<file path="config.mk">
export PLATFORM = sky130hd
export DESIGN_NAME = vc_pop_scheduler_flat
export DESIGN_NICKNAME = d
export VERILOG_FILES = /design/src/rtl/vc_pop_scheduler_pkg.sv /design/src/rtl/vc_pop_scheduler_if.sv /design/src/rtl/vc_pop_scheduler_arbiter.sv /design/src/rtl/vc_pop_scheduler.sv /design/src/flat_wrapper.sv
export SDC_FILE = /design/constraint.sdc
export NUM_CORES = 1
export LEC_CHECK = 0
export BUFFER_PORTS_ARGS = -buffer_cell sky130_fd_sc_hd__clkbuf_2
export CAP_MARGIN = 25
export CORE_MARGIN = 8
export CORE_UTILIZATION = 36
export CTS_BUF_LIST = sky130_fd_sc_hd__clkbuf_8
export DETAILED_ROUTE_END_ITERATION = 16
export GPL_TIMING_DRIVEN = 0
export PLACE_DENSITY_LB_ADDON = 0.05
export SYNTH_ARGS = -nofsm -noshare
export SYNTH_HDL_FRONTEND = slang
export SYNTH_SLANG_ARGS = --single-unit
</file>
<file path="constraint.sdc">
create_clock -name clk -period 1.55 [get_ports clk]
set_clock_uncertainty 0.15 [all_clocks]
set_input_delay 0.155 -clock clk [delete_from_list [all_inputs] [get_ports clk]]
set_output_delay 0.155 -clock clk [all_outputs]
set_load 0.02 [all_outputs]
</file>
<file path="src/rtl/vc_pop_scheduler_pkg.sv">
// Shared types and defaults for the two-VC pop scheduler.
package vc_pkg;

  typedef enum logic [2:0] {
    ST_RESET  = 3'd0,
    ST_INIT   = 3'd1,
    ST_IDLE   = 3'd2,
    ST_ACTIVE = 3'd3,
    ST_ERROR  = 3'd4
  } state_t;

  localparam int DATA_SIZE_DEF = 10;
  localparam int PTR_SIZE_DEF  = 4;
  localparam int DEST_BIT_DEF  = 8;
  localparam int WEIGHT_DEF    = 3;
  // pop -> read-data sample -> push
  localparam int PIPE_STAGES   = 2;

endpackage

</file>
<file path="src/rtl/vc_pop_scheduler_if.sv">
// VC-side and destination-side datapath of the pop scheduler; master = scheduler.
interface vc_pop_scheduler_if #(
  parameter int DATA_SIZE = vc_pkg::DATA_SIZE_DEF
);
  logic                 fifo_empty_vc0;
  logic                 fifo_empty_vc1;
  logic                 fifo_error_vc0;
  logic                 fifo_error_vc1;
  logic [DATA_SIZE-1:0] data_mux_0;
  logic [DATA_SIZE-1:0] data_mux_1;
  logic                 pause_d0;
  logic                 pause_d1;
  logic                 pop_vc0;
  logic                 pop_vc1;
  logic                 push_d0;
  logic                 push_d1;
  logic [DATA_SIZE-1:0] data_out;

  modport master (
    input  fifo_empty_vc0, fifo_empty_vc1, fifo_error_vc0, fifo_error_vc1,
    input  data_mux_0, data_mux_1, pause_d0, pause_d1,
    output pop_vc0, pop_vc1, push_d0, push_d1, data_out
  );

  modport slave (
    output fifo_empty_vc0, fifo_empty_vc1, fifo_error_vc0, fifo_error_vc1,
    output data_mux_0, data_mux_1, pause_d0, pause_d1,
    input  pop_vc0, pop_vc1, push_d0, push_d1, data_out
  );
endinterface

</file>
<file path="src/rtl/vc_pop_scheduler_arbiter.sv">
// VC grant logic: strict vc0 priority, or weighted round robin when VC_WRR_EN is defined.
module vc_pop_arbiter #(
  parameter int WEIGHT = vc_pkg::WEIGHT_DEF
) (
  input  logic clk,
  input  logic reset,
  input  logic active,
  input  logic eligible,
  input  logic empty_vc0,
  input  logic empty_vc1,
  output logic grant_vc0,
  output logic grant_vc1
);

`ifdef VC_WRR_EN
  localparam int CW = (WEIGHT < 1) ? 1 : $clog2(WEIGHT + 1);

  logic [CW-1:0] run_cnt;
  logic          vc1_turn;

  // vc1 is served once vc0 has used up its run, or whenever vc0 has nothing
  assign vc1_turn  = !empty_vc1 && (empty_vc0 || (run_cnt >= CW'(WEIGHT)));
  assign grant_vc1 = eligible && vc1_turn;
  assign grant_vc0 = eligible && !vc1_turn && !empty_vc0;

  always_ff @(posedge clk) begin
    if (reset || !active || empty_vc1 || grant_vc1)
      run_cnt <= '0;
    else if (grant_vc0 && (run_cnt != CW'(WEIGHT)))
      run_cnt <= run_cnt + 1'b1;
  end
`else
  localparam int unused_weight = WEIGHT;
  logic unused_wrr;

  assign unused_wrr = ^{clk, reset, active};
  assign grant_vc0  = eligible && !empty_vc0;
  assign grant_vc1  = eligible && empty_vc0 && !empty_vc1;
`endif

endmodule

</file>
<file path="src/rtl/vc_pop_scheduler.sv">
// Two-VC pop scheduler: threshold config, pop sequencing and D0/D1 routing.
// Optional weighted round robin arbitration enabled by defining VC_WRR_EN.
module vc_pop_scheduler
  import vc_pkg::*;
#(
  parameter int DATA_SIZE = DATA_SIZE_DEF,
  parameter int PTR_SIZE  = PTR_SIZE_DEF,
  parameter int DEST_BIT  = DEST_BIT_DEF,
  parameter int WEIGHT    = WEIGHT_DEF
) (
  input  logic                clk,
  input  logic                reset,
  input  logic                init,
  input  logic [PTR_SIZE-1:0] umbral_af,
  input  logic [PTR_SIZE-1:0] umbral_ae,
  output logic [PTR_SIZE-1:0] afVC_o,
  output logic [PTR_SIZE-1:0] aeVC_o,
  output logic [2:0]          state_o,
  output logic                idle_o,
  vc_pop_scheduler_if.master  bus
);

  state_t               state, state_nx;
  logic                 err, eligible, grant_vc0, grant_vc1, issue;
  logic [PIPE_STAGES:1] vld_pipe;
  logic                 sel_vc1, push_d0_q, push_d1_q;
  logic [DATA_SIZE-1:0] rd_word, data_q;

  assign err = bus.fifo_error_vc0 | bus.fifo_error_vc1;

  always_ff @(posedge clk) begin
    if (reset) state <= ST_RESET;
    else       state <= state_nx;
  end

  always_comb begin
    state_nx = state;
    case (state)
      ST_RESET:  state_nx = ST_INIT;
      ST_INIT:   if (!init) state_nx = ST_IDLE;
      ST_IDLE: begin
        if (init) state_nx = ST_INIT;
        else if (!bus.fifo_empty_vc0 || !bus.fifo_empty_vc1) state_nx = ST_ACTIVE;
      end
      ST_ACTIVE: begin
        if (init) state_nx = ST_INIT;
        else if (bus.fifo_empty_vc0 && bus.fifo_empty_vc1 && !(|vld_pipe))
          state_nx = ST_IDLE;
      end
      ST_ERROR:  state_nx = ST_ERROR;
      default:   state_nx = ST_RESET;
    endcase
    if (err && (state != ST_RESET)) state_nx = ST_ERROR;
  end

  // Pops are decided in-cycle so the empty flags already reflect the previous
  // pop; this allows back-to-back pops without underflowing a one-word VC.
  assign eligible = (state == ST_ACTIVE) && !reset && !init && !err &&
                    !bus.pause_d0 && !bus.pause_d1;

  vc_pop_arbiter #(.WEIGHT(WEIGHT)) u_arb (
    .clk       (clk),
    .reset     (reset),
    .active    (state == ST_ACTIVE),
    .eligible  (eligible),
    .empty_vc0 (bus.fifo_empty_vc0),
    .empty_vc1 (bus.fifo_empty_vc1),
    .grant_vc0 (grant_vc0),
    .grant_vc1 (grant_vc1)
  );

  assign issue       = grant_vc0 | grant_vc1;
  assign bus.pop_vc0 = grant_vc0;
  assign bus.pop_vc1 = grant_vc1;

  always_ff @(posedge clk) begin
    if (reset) begin
      afVC_o <= '0;
      aeVC_o <= '0;
    end else if (state == ST_INIT) begin
      afVC_o <= umbral_af;
      aeVC_o <= umbral_ae;
    end
  end

  assign rd_word = sel_vc1 ? bus.data_mux_1 : bus.data_mux_0;

  // In-flight words always complete, whatever the state or pause inputs do.
  always_ff @(posedge clk) begin
    if (reset) begin
      vld_pipe  <= '0;
      sel_vc1   <= 1'b0;
      data_q    <= '0;
      push_d0_q <= 1'b0;
      push_d1_q <= 1'b0;
    end else begin
      vld_pipe  <= {vld_pipe[PIPE_STAGES-1:1], issue};
      sel_vc1   <= grant_vc1;
      push_d0_q <= vld_pipe[1] & ~rd_word[DEST_BIT];
      push_d1_q <= vld_pipe[1] &  rd_word[DEST_BIT];
      if (vld_pipe[1]) data_q <= rd_word;
    end
  end

  assign bus.push_d0  = push_d0_q;
  assign bus.push_d1  = push_d1_q;
  assign bus.data_out = data_q;
  assign state_o      = state;
  assign idle_o       = (state == ST_IDLE);

endmodule

</file>
<file path="src/flat_wrapper.sv">
// flat-port wrapper written by rule: the top's interface ports become plain ports
module vc_pop_scheduler_flat import vc_pkg::*;
#(
  parameter int DATA_SIZE = DATA_SIZE_DEF,
  parameter int PTR_SIZE  = PTR_SIZE_DEF,
  parameter int DEST_BIT  = DEST_BIT_DEF,
  parameter int WEIGHT    = WEIGHT_DEF
)
  (clk, reset, init, umbral_af, umbral_ae, afVC_o, aeVC_o, state_o, idle_o, bus_fifo_empty_vc0, bus_fifo_empty_vc1, bus_fifo_error_vc0, bus_fifo_error_vc1, bus_data_mux_0, bus_data_mux_1, bus_pause_d0, bus_pause_d1, bus_pop_vc0, bus_pop_vc1, bus_push_d0, bus_push_d1, bus_data_out);
  vc_pop_scheduler_if #(.DATA_SIZE(DATA_SIZE)) bus_i ();
  input  logic clk;
  input  logic reset;
  input  logic init;
  input  logic [PTR_SIZE-1:0] umbral_af;
  input  logic [PTR_SIZE-1:0] umbral_ae;
  output logic [PTR_SIZE-1:0] afVC_o;
  output logic [PTR_SIZE-1:0] aeVC_o;
  output logic [2:0] state_o;
  output logic idle_o;
  input wire logic [$bits(bus_i.fifo_empty_vc0)-1:0] bus_fifo_empty_vc0;
  input wire logic [$bits(bus_i.fifo_empty_vc1)-1:0] bus_fifo_empty_vc1;
  input wire logic [$bits(bus_i.fifo_error_vc0)-1:0] bus_fifo_error_vc0;
  input wire logic [$bits(bus_i.fifo_error_vc1)-1:0] bus_fifo_error_vc1;
  input wire logic [$bits(bus_i.data_mux_0)-1:0] bus_data_mux_0;
  input wire logic [$bits(bus_i.data_mux_1)-1:0] bus_data_mux_1;
  input wire logic [$bits(bus_i.pause_d0)-1:0] bus_pause_d0;
  input wire logic [$bits(bus_i.pause_d1)-1:0] bus_pause_d1;
  output wire logic [$bits(bus_i.pop_vc0)-1:0] bus_pop_vc0;
  output wire logic [$bits(bus_i.pop_vc1)-1:0] bus_pop_vc1;
  output wire logic [$bits(bus_i.push_d0)-1:0] bus_push_d0;
  output wire logic [$bits(bus_i.push_d1)-1:0] bus_push_d1;
  output wire logic [$bits(bus_i.data_out)-1:0] bus_data_out;
  assign bus_i.fifo_empty_vc0 = bus_fifo_empty_vc0;
  assign bus_i.fifo_empty_vc1 = bus_fifo_empty_vc1;
  assign bus_i.fifo_error_vc0 = bus_fifo_error_vc0;
  assign bus_i.fifo_error_vc1 = bus_fifo_error_vc1;
  assign bus_i.data_mux_0 = bus_data_mux_0;
  assign bus_i.data_mux_1 = bus_data_mux_1;
  assign bus_i.pause_d0 = bus_pause_d0;
  assign bus_i.pause_d1 = bus_pause_d1;
  assign bus_pop_vc0 = bus_i.pop_vc0;
  assign bus_pop_vc1 = bus_i.pop_vc1;
  assign bus_push_d0 = bus_i.push_d0;
  assign bus_push_d1 = bus_i.push_d1;
  assign bus_data_out = bus_i.data_out;
  vc_pop_scheduler #(.DATA_SIZE(DATA_SIZE), .PTR_SIZE(PTR_SIZE), .DEST_BIT(DEST_BIT), .WEIGHT(WEIGHT)) u_core (.clk(clk), .reset(reset), .init(init), .umbral_af(umbral_af), .umbral_ae(umbral_ae), .afVC_o(afVC_o), .aeVC_o(aeVC_o), .state_o(state_o), .idle_o(idle_o), .bus(bus_i));
endmodule
</file>
=== After elaboration in Yosys (flattened, before gate mapping) ===
Index checks and enable logic that the tools add are counted.

* Output and inout bits: 26
* Input port bits: 37
* Bits in registers: 26
* Logic and storage cells: 58

* Eq/ne operators: 10
* Reduce and logical (&&, ||, !) cells: 26
* Muxes and demuxes: 8
* Bitwise logic cells: 5

{| class="wikitable"
|+ Operator list
! operator !! count
|-
| 3-bit two-way mux || 6
|-
| 3-bit one-hot mux with 5 select lines || 1
|-
| 1-bit logical AND || 11
|-
| 10-bit two-way mux || 1
|-
| 3-bit by 2-bit inequality test with 1-bit output (second input constant) || 3
|-
| 1-bit logical NOT || 8
|-
| 4-bit by 2-bit inequality test with 1-bit output (second input constant) || 2
|-
| 3-bit by 2-bit equality test with 1-bit output (second input constant) || 2
|-
| 3-bit AND reduction || 2
|-
| 2-bit OR reduction || 2
|-
| 3-bit by 1-bit equality test with 1-bit output (second input constant) || 1
|-
| 3-bit equality test (second input constant) || 1
|-
| 3-bit logical NOT || 1
|-
| 3-bit nonzero test || 1
|-
| 1-bit bitwise AND || 2
|-
| 2-bit inequality test (second input constant) || 1
|-
| 1-bit bitwise OR || 2
|-
| 1-bit logical OR || 1
|-
| 1-bit inverter || 1
|}

=== Depth between registers and ports, before layout ===
* Depth after elaboration: 9
* Depth in mapped cells: 4

=== Modules after synthesis ===
A second synthesis with hierarchy kept.

* Cell total of the unflattened synthesis: 104
* Area total of the unflattened synthesis: 1037.2 um^2

{| class="wikitable"
|+ By module, submodules not included
! module !! area an instance (um^2) !! instances !! cells an instance
|-
| vc_pop_scheduler || 1018.5 || 1 || 102
|-
| vc_pop_arbiter || 18.8 || 1 || 2
|}

=== Worst setup path before layout ===
OpenSTA, ideal clock, no wires.

* Kind: register -> output
* Start point: reg u_core.state[1] (netlist: u_core.state_o[1])
* End point: out bus_pop_vc1
* Slack: -0.232 ns
* Data required time: 1.245 ns
* Cell stages (with the launch flop): 4
* Buffers on the path: 0
* Arrival time: 1.477 ns
* Path through: dfxtp_1 > nor4b_1 > nand3_1 > nor3b_1

* Word-level cells in the longest chain between the ends: 8

{| class="wikitable"
|+ Ends and longest elaborated chain
! what !! RTL line !! RTL
|-
| start: declaration || vc_pop_scheduler.sv:23 || <nowiki>state_t state, state_nx;</nowiki>
|-
| start signal: assignment || vc_pop_scheduler.sv:33 || <nowiki>else state <= state_nx;</nowiki>
|-
| 3-bit by 2-bit equality test with 1-bit output || vc_pop_scheduler.sv:58 || <nowiki>assign eligible = (state == ST_ACTIVE) && !reset && !init && !err &&</nowiki>
|-
| 1-bit logical AND (4 in a row) || vc_pop_scheduler.sv:58 ||
|-
| 1-bit logical AND || vc_pop_scheduler.sv:59 || <nowiki>!bus.pause_d0 && !bus.pause_d1;</nowiki>
|-
| 1-bit logical AND (2 in a row) || vc_pop_scheduler_arbiter.sv:38 || <nowiki>assign grant_vc1 = eligible && empty_vc0 && !empty_vc1;</nowiki>
|-
| end: declaration || flat_wrapper.sv:29 || <nowiki>output wire logic [$bits(bus_i.pop_vc1)-1:0] bus_pop_vc1;</nowiki>
|}

Every way passes these cells.

=== Worst setup path after layout ===
* Start point: reg u_core.state[2] (netlist: u_core.state_o[2])
* End point: out bus_pop_vc1

Same word-level chain as after synthesis.

==> run metrics <==
Crit-path slowest cell=dfxtp_4; share of cells above drive strength 1=0.435; setup TNS=-0.194 ns; area added between synthesis and finish=62.3%; Cell variety after synth=22; Pleak=~0.74 nW; Via Count=1000; DIE WIDTH=69.1 um; Setup-failing EPs final=2; Post-Route M1 WL=roughly 1200 um; first-pass GRT wire length=roughly 5000 um; Worst slew margin=0.676; type of origin of the critical path=register; Pwr Density=about 820 nW/um^2; fin crit period=between 1.5 and 2 ns; Crit. End Element=primary output; clock share of power=0.279; gr usage total=0.126; commonest non-fill, non-tap cell in the layout=clkbuf_2; P_sw=about 340 uW; pin count of the biggest net entering global routing=14; Post-DP HPWL=around 2100 um; clk buf depth=2; DRT Pass-1 Iters=4; row cnt=19; Crit Path Max Fanout=3; met3 WL=around 220 um; Die Y=between 60 and 70 um; Seq/Total Area, Yosys=0.514; gr ovfl total=0; failing checks=negative setup slack; Yosys Warn Count=0; Mapped Area=around 1000 um^2; Peak VDD IR=between 0.0005 and 0.0006 V; Net Sw Frac=0.256; Worst EP arrival=around 1.4 ns; CORE AREA=roughly 2700 um^2; nets=approximately 230; commonest non-fill, non-tap cells in the layout=clkbuf_2, dfxtp_1, nor2_1, mux2i_1, dlygate4sd3_1; I/O pin count=63; total internal power=1000 uW; worst-skew pair later-pin latency=around 0.27 ns; Root Buffer=clkbuf_8; vias per std cell=roughly 4.6; DR top layer=met4; outcome=complete, but fails checks; Fmax achieved=roughly 590 MHz; CTS HTree Levels=1; unrepaired setup endpoints after global routing=true; DRC viols=0; Port Buffers=just over 60; # Max-Cap Violations=0; Largest stage delay, worst path=0.37 ns; Syn Area/Cell=just under 10 um^2; n_diodes=0; die area=about 4800 um^2; Hold WC Path Type=in2reg; Cell Chain, Critical Path=nor4b_4 > nand3_2 > nor3b_4 > clkbuf_8; Post-Route WL=around 3000 um; met2 WL=around 1500 um; drt wl/cell=roughly 14 um; CTS tree=yes; Initial Util=0.374; gpl congestion=roughly 0.67; sequential power share=0.531; Tcrit/Tclk final=1.09; clk sink count=26; post-route ant nets=0; initial antenna violation count=0; Setup CP Type=reg2out; Worst-path clk slew=0.09 ns; setup ws final=-0.140 ns; Syn Nets=between 100 and 150; WP data required=~1.2 ns; TritonCTS Buffers=3; number of synthesized register bits=26; Worst Tran Pin Value=around 0.5 ns; Logic pwr share=0.191; count of pins over their slew limit=0; DR iter-0 viols=37; Fin. Hold Viols=0; vias in the first global route=around 1200; total power=about 1.3 mW; synthesized instance count=a little over 100
cell usage after synthesis:
master    number  area share
a211oi_1      10       0.074
a21oi_1        2      0.0099
a31oi_1        1      0.0062
and2_1         1      0.0062
buf_1          1      0.0037
buf_2          1      0.0049
buf_4          1      0.0074
clkbuf_1       3       0.011
dfxtp_1       26        0.51
inv_1          2      0.0074
mux2i_1       18        0.18
nand2_1        2      0.0074
nand3_1        1      0.0049
nor2_1        21       0.078
nor2b_1        2       0.012
nor3b_1        4       0.030
nor4_1         1      0.0062
nor4b_1        1      0.0086
o22ai_1        1      0.0062
o311ai_1       1      0.0086
o31ai_1        1      0.0074
or3b_1         1      0.0086
power by group through the flow:
stage	clock [mW]	sequential, mW	combinational (mW)
after floorplan	0	0.759	0.0851
after global placement	0	0.729	0.202
after detailed placement	0	0.730	0.206
after CTS	0.383	0.713	0.252
after global routing	0.412	0.719	0.280
final	0.374	0.713	0.256
cell families after synthesis:
group / synth area share
compound gates: 0.112
mux: 0.178
flops: 0.514
simple gates: 0.162
buf+inv: 0.0346
path summary, 6_finish.rpt:
kind	start	end	slack, ns	depth (start not counted)
hold / removal	bus_data_mux_0[8]	u_core.bus.push_d1	0.05	3
hold reg to reg	u_core.bus.data_out[7]	u_core.bus.data_out[7]	0.34	2
setup reg to reg	u_core.state_o[2]	u_core.aeVC_o[0]	0.03	6
setup / recovery	u_core.state_o[2]	bus_pop_vc1	-0.14	4
cell type report:
| cell class | count | area [um^2] |
|---|---|---|
| repair buffers | 81 | 503 |
| clock buffers | 3 | 41.3 |
| well taps | 31 | 38.8 |
| plain buffers | 6 | 31.3 |
| inverters | 2 | 7.51 |
| multi-input cells | 68 | 494 |
| flip-flops and latches | 26 | 529 |
| fillers | 240 | 1060 |
critical path, delay by kind of cell (launching register included):
kind / cells / cell delay (ns)
buffers and inverters: 1 / 0.17
AND/OR/NAND/NOR: 3 / 0.58
flip-flops: 1 / 0.37
metal layers:
| metal | up-vias | GRT usage |
|---|---|---|
| met2 | 41 | 0.223 |
| met5 | - | 0 |
| met1 | 425 | 0.128 |
| li1 | 526 | - |
| met4 | 0 | 0.0569 |
| met3 | 8 | 0.0458 |
stage by stage:
stage,utilization,instance area (um^2),hold WS [ns],std cells,setup slack (ns)
2_1_floorplan,-,1020,0.0808,102,-0.0368
3_3_place_gp,0.507,1370,0.243,195,-0.0492
3_5_place_dp,0.507,1370,0.251,195,-0.106
4_1_cts,0.603,1630,0.0537,216,-0.129
5_1_grt,0.607,1650,0.0766,217,-0.217
6_report,0.607,1650,0.0463,217,-0.140
sequential cells by signal, indices dropped and copies added, names as in the netlist:
signal,cells
u_core.aeVC_o,4
u_core.afVC_o,4
u_core.bus.data_out,10
u_core.bus.push_d0,1
u_core.bus.push_d1,1
u_core.sel_vc1,1
u_core.state_o,3
u_core.vld_pipe,2
timing repair:
item / CTS / global route
pin swaps: 4 / 0
setup endpoints to repair: 3 / 11
hold buffers: 12 / 0
setup buffers: 6 / 1
endpoints found under the hold margin: 12 / 0
gates resized for setup: 14 / 2
Note: power is estimated with default switching activity, not from simulation.
